`src/rtl/fc_layer_sequencer.sv`:
```
// Layer/group sequencer for the 4-lane FC datapath: per 4-neuron group it clears
// and starts the datapath, streams weight/activation addresses, then writes back.
module fc_layer_sequencer #(
  parameter int unsigned AW = 12
) (
  input  logic          clk,
  input  logic          rst_fsm,
  input  logic          start,
  input  logic [1:0]    num_layers,
  input  logic          cfg_we,
  input  logic [1:0]    cfg_layer,
  input  logic [6:0]    cfg_in_len,
  input  logic [2:0]    cfg_out_grp,
  output logic          fc_start,
  output logic          fc_clr,
  output logic          fc_en,
  output logic [1:0]    fc_layer,
  output logic [AW-1:0] w_addr,
  output logic [7:0]    d_addr,
  output logic          res_we,
  output logic [4:0]    res_addr,
  output logic          busy,
  output logic          done
);

  localparam int unsigned KW = 7;
  localparam int unsigned GW = 3;
  localparam int unsigned LW = 2;

  typedef enum logic [2:0] {
    S_IDLE,
    S_CLEAR,
    S_MAC,
    S_DRAIN,
    S_WRITE,
    S_DONE
  } state_e;

  state_e           state_q;
  logic [KW+GW-1:0] cfg_q [4];
  logic [LW-1:0]    layer_q;
  logic [LW-1:0]    num_layers_q;
  logic [GW-1:0]    group_q;
  logic [GW-1:0]    out_grp_q;
  logic [KW-1:0]    k_q;
  logic [KW-1:0]    in_len_q;
  logic [AW-1:0]    w_ptr_q;
  logic [AW-1:0]    w_addr_q;
  logic [7:0]       d_addr_q;
  logic [4:0]       res_addr_q;
  logic             fc_start_q;
  logic             fc_clr_q;
  logic             fc_en_q;
  logic             res_we_q;
  logic             busy_q;
  logic             done_q;

  // Config table has no reset and only accepts writes while idle.
  always_ff @(posedge clk) begin
    if (cfg_we && state_q == S_IDLE) begin
      cfg_q[cfg_layer] <= {cfg_in_len, cfg_out_grp};
    end
  end

  always_ff @(posedge clk or negedge rst_fsm) begin
    if (!rst_fsm) begin
      state_q      <= S_IDLE;
      layer_q      <= '0;
      num_layers_q <= '0;
      group_q      <= '0;
      out_grp_q    <= '0;
      k_q          <= '0;
      in_len_q     <= '0;
      w_ptr_q      <= '0;
      w_addr_q     <= '0;
      d_addr_q     <= '0;
      res_addr_q   <= '0;
      fc_start_q   <= 1'b0;
      fc_clr_q     <= 1'b0;
      fc_en_q      <= 1'b0;
      res_we_q     <= 1'b0;
      busy_q       <= 1'b0;
      done_q       <= 1'b0;
    end else begin
      fc_start_q <= 1'b0;
      fc_clr_q   <= 1'b0;
      res_we_q   <= 1'b0;
      done_q     <= 1'b0;
      // Beat valid trails the address by the one-cycle RAM read latency.
      fc_en_q    <= (state_q == S_MAC);
      case (state_q)
        S_IDLE: begin
          if (start) begin
            state_q      <= S_CLEAR;
            num_layers_q <= num_layers;
            layer_q      <= '0;
            group_q      <= '0;
            k_q          <= '0;
            w_ptr_q      <= '0;
            fc_start_q   <= 1'b1;
            fc_clr_q     <= 1'b1;
            busy_q       <= 1'b1;
          end
        end
        S_CLEAR: begin
          state_q                <= S_MAC;
          {in_len_q, out_grp_q}  <= cfg_q[layer_q];
          k_q                    <= '0;
          w_addr_q               <= w_ptr_q;
          w_ptr_q                <= w_ptr_q + AW'(1);
          d_addr_q               <= {layer_q[0], 7'd0};
        end
        S_MAC: begin
          if (k_q == in_len_q) begin
            state_q <= S_DRAIN;
          end else begin
            k_q      <= k_q + KW'(1);
            w_addr_q <= w_ptr_q;
            w_ptr_q  <= w_ptr_q + AW'(1);
            d_addr_q <= {layer_q[0], k_q + KW'(1)};
          end
        end
        S_DRAIN: begin
          state_q    <= S_WRITE;
          res_we_q   <= 1'b1;
          res_addr_q <= {layer_q, group_q};
        end
        S_WRITE: begin
          if (group_q < out_grp_q) begin
            state_q    <= S_CLEAR;
            group_q    <= group_q + GW'(1);
            fc_start_q <= 1'b1;
            fc_clr_q   <= 1'b1;
          end else if (layer_q < num_layers_q) begin
            state_q    <= S_CLEAR;
            layer_q    <= layer_q + LW'(1);
            group_q    <= '0;
            fc_start_q <= 1'b1;
            fc_clr_q   <= 1'b1;
          end else begin
            state_q <= S_DONE;
            done_q  <= 1'b1;
          end
        end
        S_DONE: begin
          state_q <= S_IDLE;
          busy_q  <= 1'b0;
        end
        default: state_q <= S_IDLE;
      endcase
    end
  end

  assign fc_start = fc_start_q;
  assign fc_clr   = fc_clr_q;
  assign fc_en    = fc_en_q;
  assign fc_layer = layer_q;
  assign w_addr   = w_addr_q;
  assign d_addr   = d_addr_q;
  assign res_we   = res_we_q;
  assign res_addr = res_addr_q;
  assign busy     = busy_q;
  assign done     = done_q;

endmodule

```
`config.mk`:
```
export PLATFORM = sky130hd
export DESIGN_NAME = fc_layer_sequencer
export DESIGN_NICKNAME = d
export VERILOG_FILES = /design/src/rtl/fc_layer_sequencer.sv
export SDC_FILE = /design/constraint.sdc
export NUM_CORES = 1
export LEC_CHECK = 0
export ABC_AREA = 1
export BUFFER_PORTS_ARGS = -buffer_cell sky130_fd_sc_hd__buf_4
export CAP_MARGIN = 20
export CELL_PAD_IN_SITES_DETAIL_PLACEMENT = 1
export CELL_PAD_IN_SITES_GLOBAL_PLACEMENT = 1
export CORE_MARGIN = 5
export CORE_UTILIZATION = 45
export CTS_CLUSTER_DIAMETER = 100
export DETAILED_ROUTE_END_ITERATION = 8
export PLACE_DENSITY = 0.82
export SLEW_MARGIN = 15
export SYNTH_ARGS = -nofsm -noshare
export SYNTH_HDL_FRONTEND = slang
export SYNTH_SLANG_ARGS = --single-unit
```
`constraint.sdc`:
```
create_clock -name clk -period 2.7 [get_ports clk]
set_input_delay 0.27 -clock clk [delete_from_list [all_inputs] [get_ports clk]]
set_output_delay 0.27 -clock clk [all_outputs]
set_load 0.01 [all_outputs]
```
==> flow_metrics.py <==
metrics = {
    "run_status": {
        "outcome": "complete, but fails checks",
        "violations": "hold timing",
    },
    "layout": {
        "layout-drive-gt1-share_pct": 16.6,
        "area_growth_pct": 14.5,
        "fillers": 1246,
        "design_area_mm2": 0.00561,
        "finish.net_count": 586,
        "layout.area.seq_mm2": 0.00293,
        "multiInputGateArea_mm2": 0.00173,
        "n_diodes": 0,
    },
    "synthesis": {
        "post_synth_inst_count": 511,
        "sequential_element_share_of_the_synthesized_area_pct": 59.8,
        "ys_top_cells_by_area": "sky130_fd_sc_hd__dfrtp_1 (35%), sky130_fd_sc_hd__edfxtp_1 (25%), sky130_fd_sc_hd__nand2_1 (12%)",
        "synthesis.area_mm2": 0.00490,
        "synthDominantCellAreaShare_pct": 35.2,
        "ys_types": 37,
        "synth_fp_nets": 535,
        "synth_enable_flop_cells": 40,
        "dominantRegCellSynth": "sky130_fd_sc_hd__dfrtp_1",
        "yosys_warnings": 0,
        "synth_commonest_cells": "sky130_fd_sc_hd__nand2_1 (159), sky130_fd_sc_hd__dfrtp_1 (69), sky130_fd_sc_hd__nand3_1 (51)",
        "synth_seq_cells": 109,
        "yosysTopAreaCell": "sky130_fd_sc_hd__dfrtp_1",
        "synth.avg_cell_area_um2": 9.59,
        "synthArstFlopShare_pct": 63.3,
        "synth_most_common_cell": "sky130_fd_sc_hd__nand2_1",
    },
    "cts": {
        "insertion_delay_ns": 0.37,
        "tritoncts_clock_tree": "built",
        "clock-root-buffer": "sky130_fd_sc_hd__clkbuf_8",
        "post_cts_resize_count": 0,
        "post_cts.repair.setup_buffers": 0,
        "cts-buffers-inserted": 9,
        "htree_levels": 3,
        "cts.reportedPaths.clkPinSlew_ns": 0.11,
        "cts.hold.buffers_added": 0,
        "clock_tree.buffer_depth": 2,
        "clock_sink_count": 109,
    },
    "critical_path": {
        "worst_setup_path_end_kind": "register",
        "timing.critical_path.buf_inv": 1,
        "crit_family": "simple AND/OR/NAND/NOR gates",
        "timing.critical_path.mode_cell": "sky130_fd_sc_hd__nand2_1",
        "path_cells": "inv_1 > nand2_1 > nand2_1 > nor2_1 > nand2_1 > o21bai_4 > nand2_4 > nand2_1 > nand2_1",
        "cp_slowest_stage_delay_ns": 0.50,
        "wp_data_required_ns": 2.96,
        "critPathLaunchType": "register",
        "critPathSlowestCell": "sky130_fd_sc_hd__o21bai_4",
        "path_max_fanout": 22,
        "data_arrival_at_the_endpoint_of_the_critical_path_ns": 2.17,
        "crit_type": "register to register",
    },
    "placement": {
        "place.gp.congestion": 0.809,
        "place_hpwl_um": 8140,
        "total_placed_instance_area_mm2": 0.00540,
        "port-buffer-count": 50,
    },
    "detailed_routing": {
        "avgRoutedWirePerCell_um": 16.5,
        "routed_wl_um": 11600,
        "overall_via_count_from_detail_route": 3683,
        "ant_nets": 0,
        "initialDrtViolationCount": 234,
        "route.detailed.vias_per_inst": 5.21,
        "dr.pass1.iters": 4,
        "detail_route.drc_violations": 0,
    },
    "timing": {
        "timing.final.max_slew_violations": 0,
        "timing.final.crit_period_ns": 1.91,
        "worst_hold_slack_ns": -0.0123,
        "setup-violations-final": 0,
        "layout_worst_path_cycle_share_pct": 70.8,
        "grt_setup_unrepaired": "no",
        "timing.final.hold_violations": 6,
        "max_slew.worst_pin.slew_ns": 0.897,
        "max_clock_freq_mhz": 523,
        "final.setup.tns_ns": 0,
        "skew_ns": 0.0159,
        "max-slew-margin-rel_pct": 40.2,
    },
    "global_route": {
        "grt_first_pass_wirelength_um": 19500,
        "track_usage_pct": 19.0,
        "first_global_vias": 4028,
        "pin_count_of_the_biggest_net_entering_global_routing": 70,
        "grt_overflow": 0,
        "antenna_violations_before_repair": 0,
    },
    "power": {
        "power.density_mw_per_mm2": 932,
        "leakage_uw": 0.00261,
        "peakVddDrop_uv": 321,
    },
    "worst_hold_path": {
        "hold_class": "input port to asynchronous set/reset pin",
    },
    "floorplanning": {
        "chipHeight_um": 114,
        "core_area_mm2": 0.0107,
        "io_pins": 51,
        "rows": 38,
        "die_width_um": 114,
        "die_area_mm2": 0.0131,
        "start_util_pct": 45.6,
    },
    "flow_run": {
        "maxcap_viol_count": 0,
    },
}
area by class of cell:
type	count	share of cell area [%]
clock buffers	10	2.27
clock inverters	6	1.52
inverters	40	2.68
multi-input cells	346	30.7
flip-flops and latches	109	52.2
well taps	140	3.12
repair buffers	56	7.49
cell families (layout without fill, tap and decap cells):
family	after synthesis	after routing	share of synthesized area (%)
and+or+nand+nor	272	272	24.4
DFF	109	109	59.8
buffers and inverters	56	112	5.03
AOI/OAI and AO/OA	50	50	5.80
muxes	10	10	2.07
xor gates and xnor gates	8	8	1.43
adders and majority gates	6	6	1.53
worst register-to-register path: stages, from the launching register on:
cell	delay, ns
sky130_fd_sc_hd__dfrtp_1	0.45
sky130_fd_sc_hd__inv_1	0.06
sky130_fd_sc_hd__nand2_1	0.07
sky130_fd_sc_hd__nand2_1	0.08
sky130_fd_sc_hd__nor2_1	0.12
sky130_fd_sc_hd__nand2_1	0.10
sky130_fd_sc_hd__o21bai_4	0.50
sky130_fd_sc_hd__nand2_4	0.25
sky130_fd_sc_hd__nand2_1	0.13
sky130_fd_sc_hd__nand2_1	0.06
metrics by stage:
step	worst slack [ns]	hold slack (ns)	utilization (%)	instances	power, µW
finish	0.788	-0.0123	52.2	707	5230
CTS	0.799	0.0276	52.2	707	5300
global placement	0.893	0.448	50.2	691	4080
detailed placement	0.804	0.450	50.2	691	4210
global route	0.620	0.0574	52.2	707	5600
floorplan	0.781	-0.0256	-	511	3640
metal layers:
| layer | vias to the layer above | routed length [µm] | global-route usage [%] |
|---|---|---|---|
| met5 | - | 0 | 0 |
| met2 | 64 | 6160 | 33.9 |
| met3 | 7 | 419 | 3.07 |
| met4 | 0 | 102 | 6.25 |
| met1 | 1828 | 4960 | 23.3 |
| li1 | 1784 | - | - |
power breakdown:
part | switching, µW | internal, µW
logic | 1310 | 610
registers | 209 | 2030
clock network | 552 | 522
total | 2070 | 3160
path summary, 6_finish.rpt:
kind / start / to / cells past startpoint / slack [ns]
min in group clk: cfg_out_grp[0] / cfg_q[3][0] / 1 / 0.09
worst min register to register: res_addr[1] / res_addr[1] / 2 / 0.49
worst max-delay path: k_q[2] / d_addr[7] / 9 / 0.79
worst max register to register: k_q[2] / d_addr[7] / 9 / 0.79
worst min-delay path: rst_fsm / fc_clr / 1 / -0.01
max in group asynchronous: rst_fsm / w_addr[5] / 1 / 2.09
flip-flops by register name (all words and copies together), names as in the netlist, 2 cells and up:
register / count
cfg_q: 40
d_addr: 8
fc_layer: 2
group_q: 3
in_len_q: 7
k_q: 7
num_layers_q: 2
out_grp_q: 3
res_addr: 5
state_q: 3
w_addr: 12
w_ptr_q: 12
layout by cell type, fill, tap and decap left out, types with 2 or more instances in the layout:
master / n
sky130_fd_sc_hd__nand2_1: 159
sky130_fd_sc_hd__mux2i_1: 9
sky130_fd_sc_hd__dfrtp_1: 69
sky130_fd_sc_hd__clkbuf_8: 9
sky130_fd_sc_hd__nand3_4: 2
sky130_fd_sc_hd__buf_4: 56
sky130_fd_sc_hd__bufinv_16: 2
sky130_fd_sc_hd__nor3_1: 5
sky130_fd_sc_hd__inv_2: 9
sky130_fd_sc_hd__a21oi_1: 9
sky130_fd_sc_hd__clkinv_1: 2
sky130_fd_sc_hd__nand3_1: 51
sky130_fd_sc_hd__xnor2_1: 4
sky130_fd_sc_hd__nand2_4: 3
sky130_fd_sc_hd__nor2_1: 39
sky130_fd_sc_hd__nand3b_1: 2
sky130_fd_sc_hd__inv_1: 30
sky130_fd_sc_hd__nand2_2: 3
sky130_fd_sc_hd__nor2_4: 2
sky130_fd_sc_hd__nand4_1: 2
sky130_fd_sc_hd__o22ai_1: 9
sky130_fd_sc_hd__ha_1: 6
sky130_fd_sc_hd__xor2_1: 4
sky130_fd_sc_hd__o21ai_1: 10
sky130_fd_sc_hd__edfxtp_1: 40
sky130_fd_sc_hd__o21ai_0: 18
No activity file was read; power rests on OpenSTA's default activity.
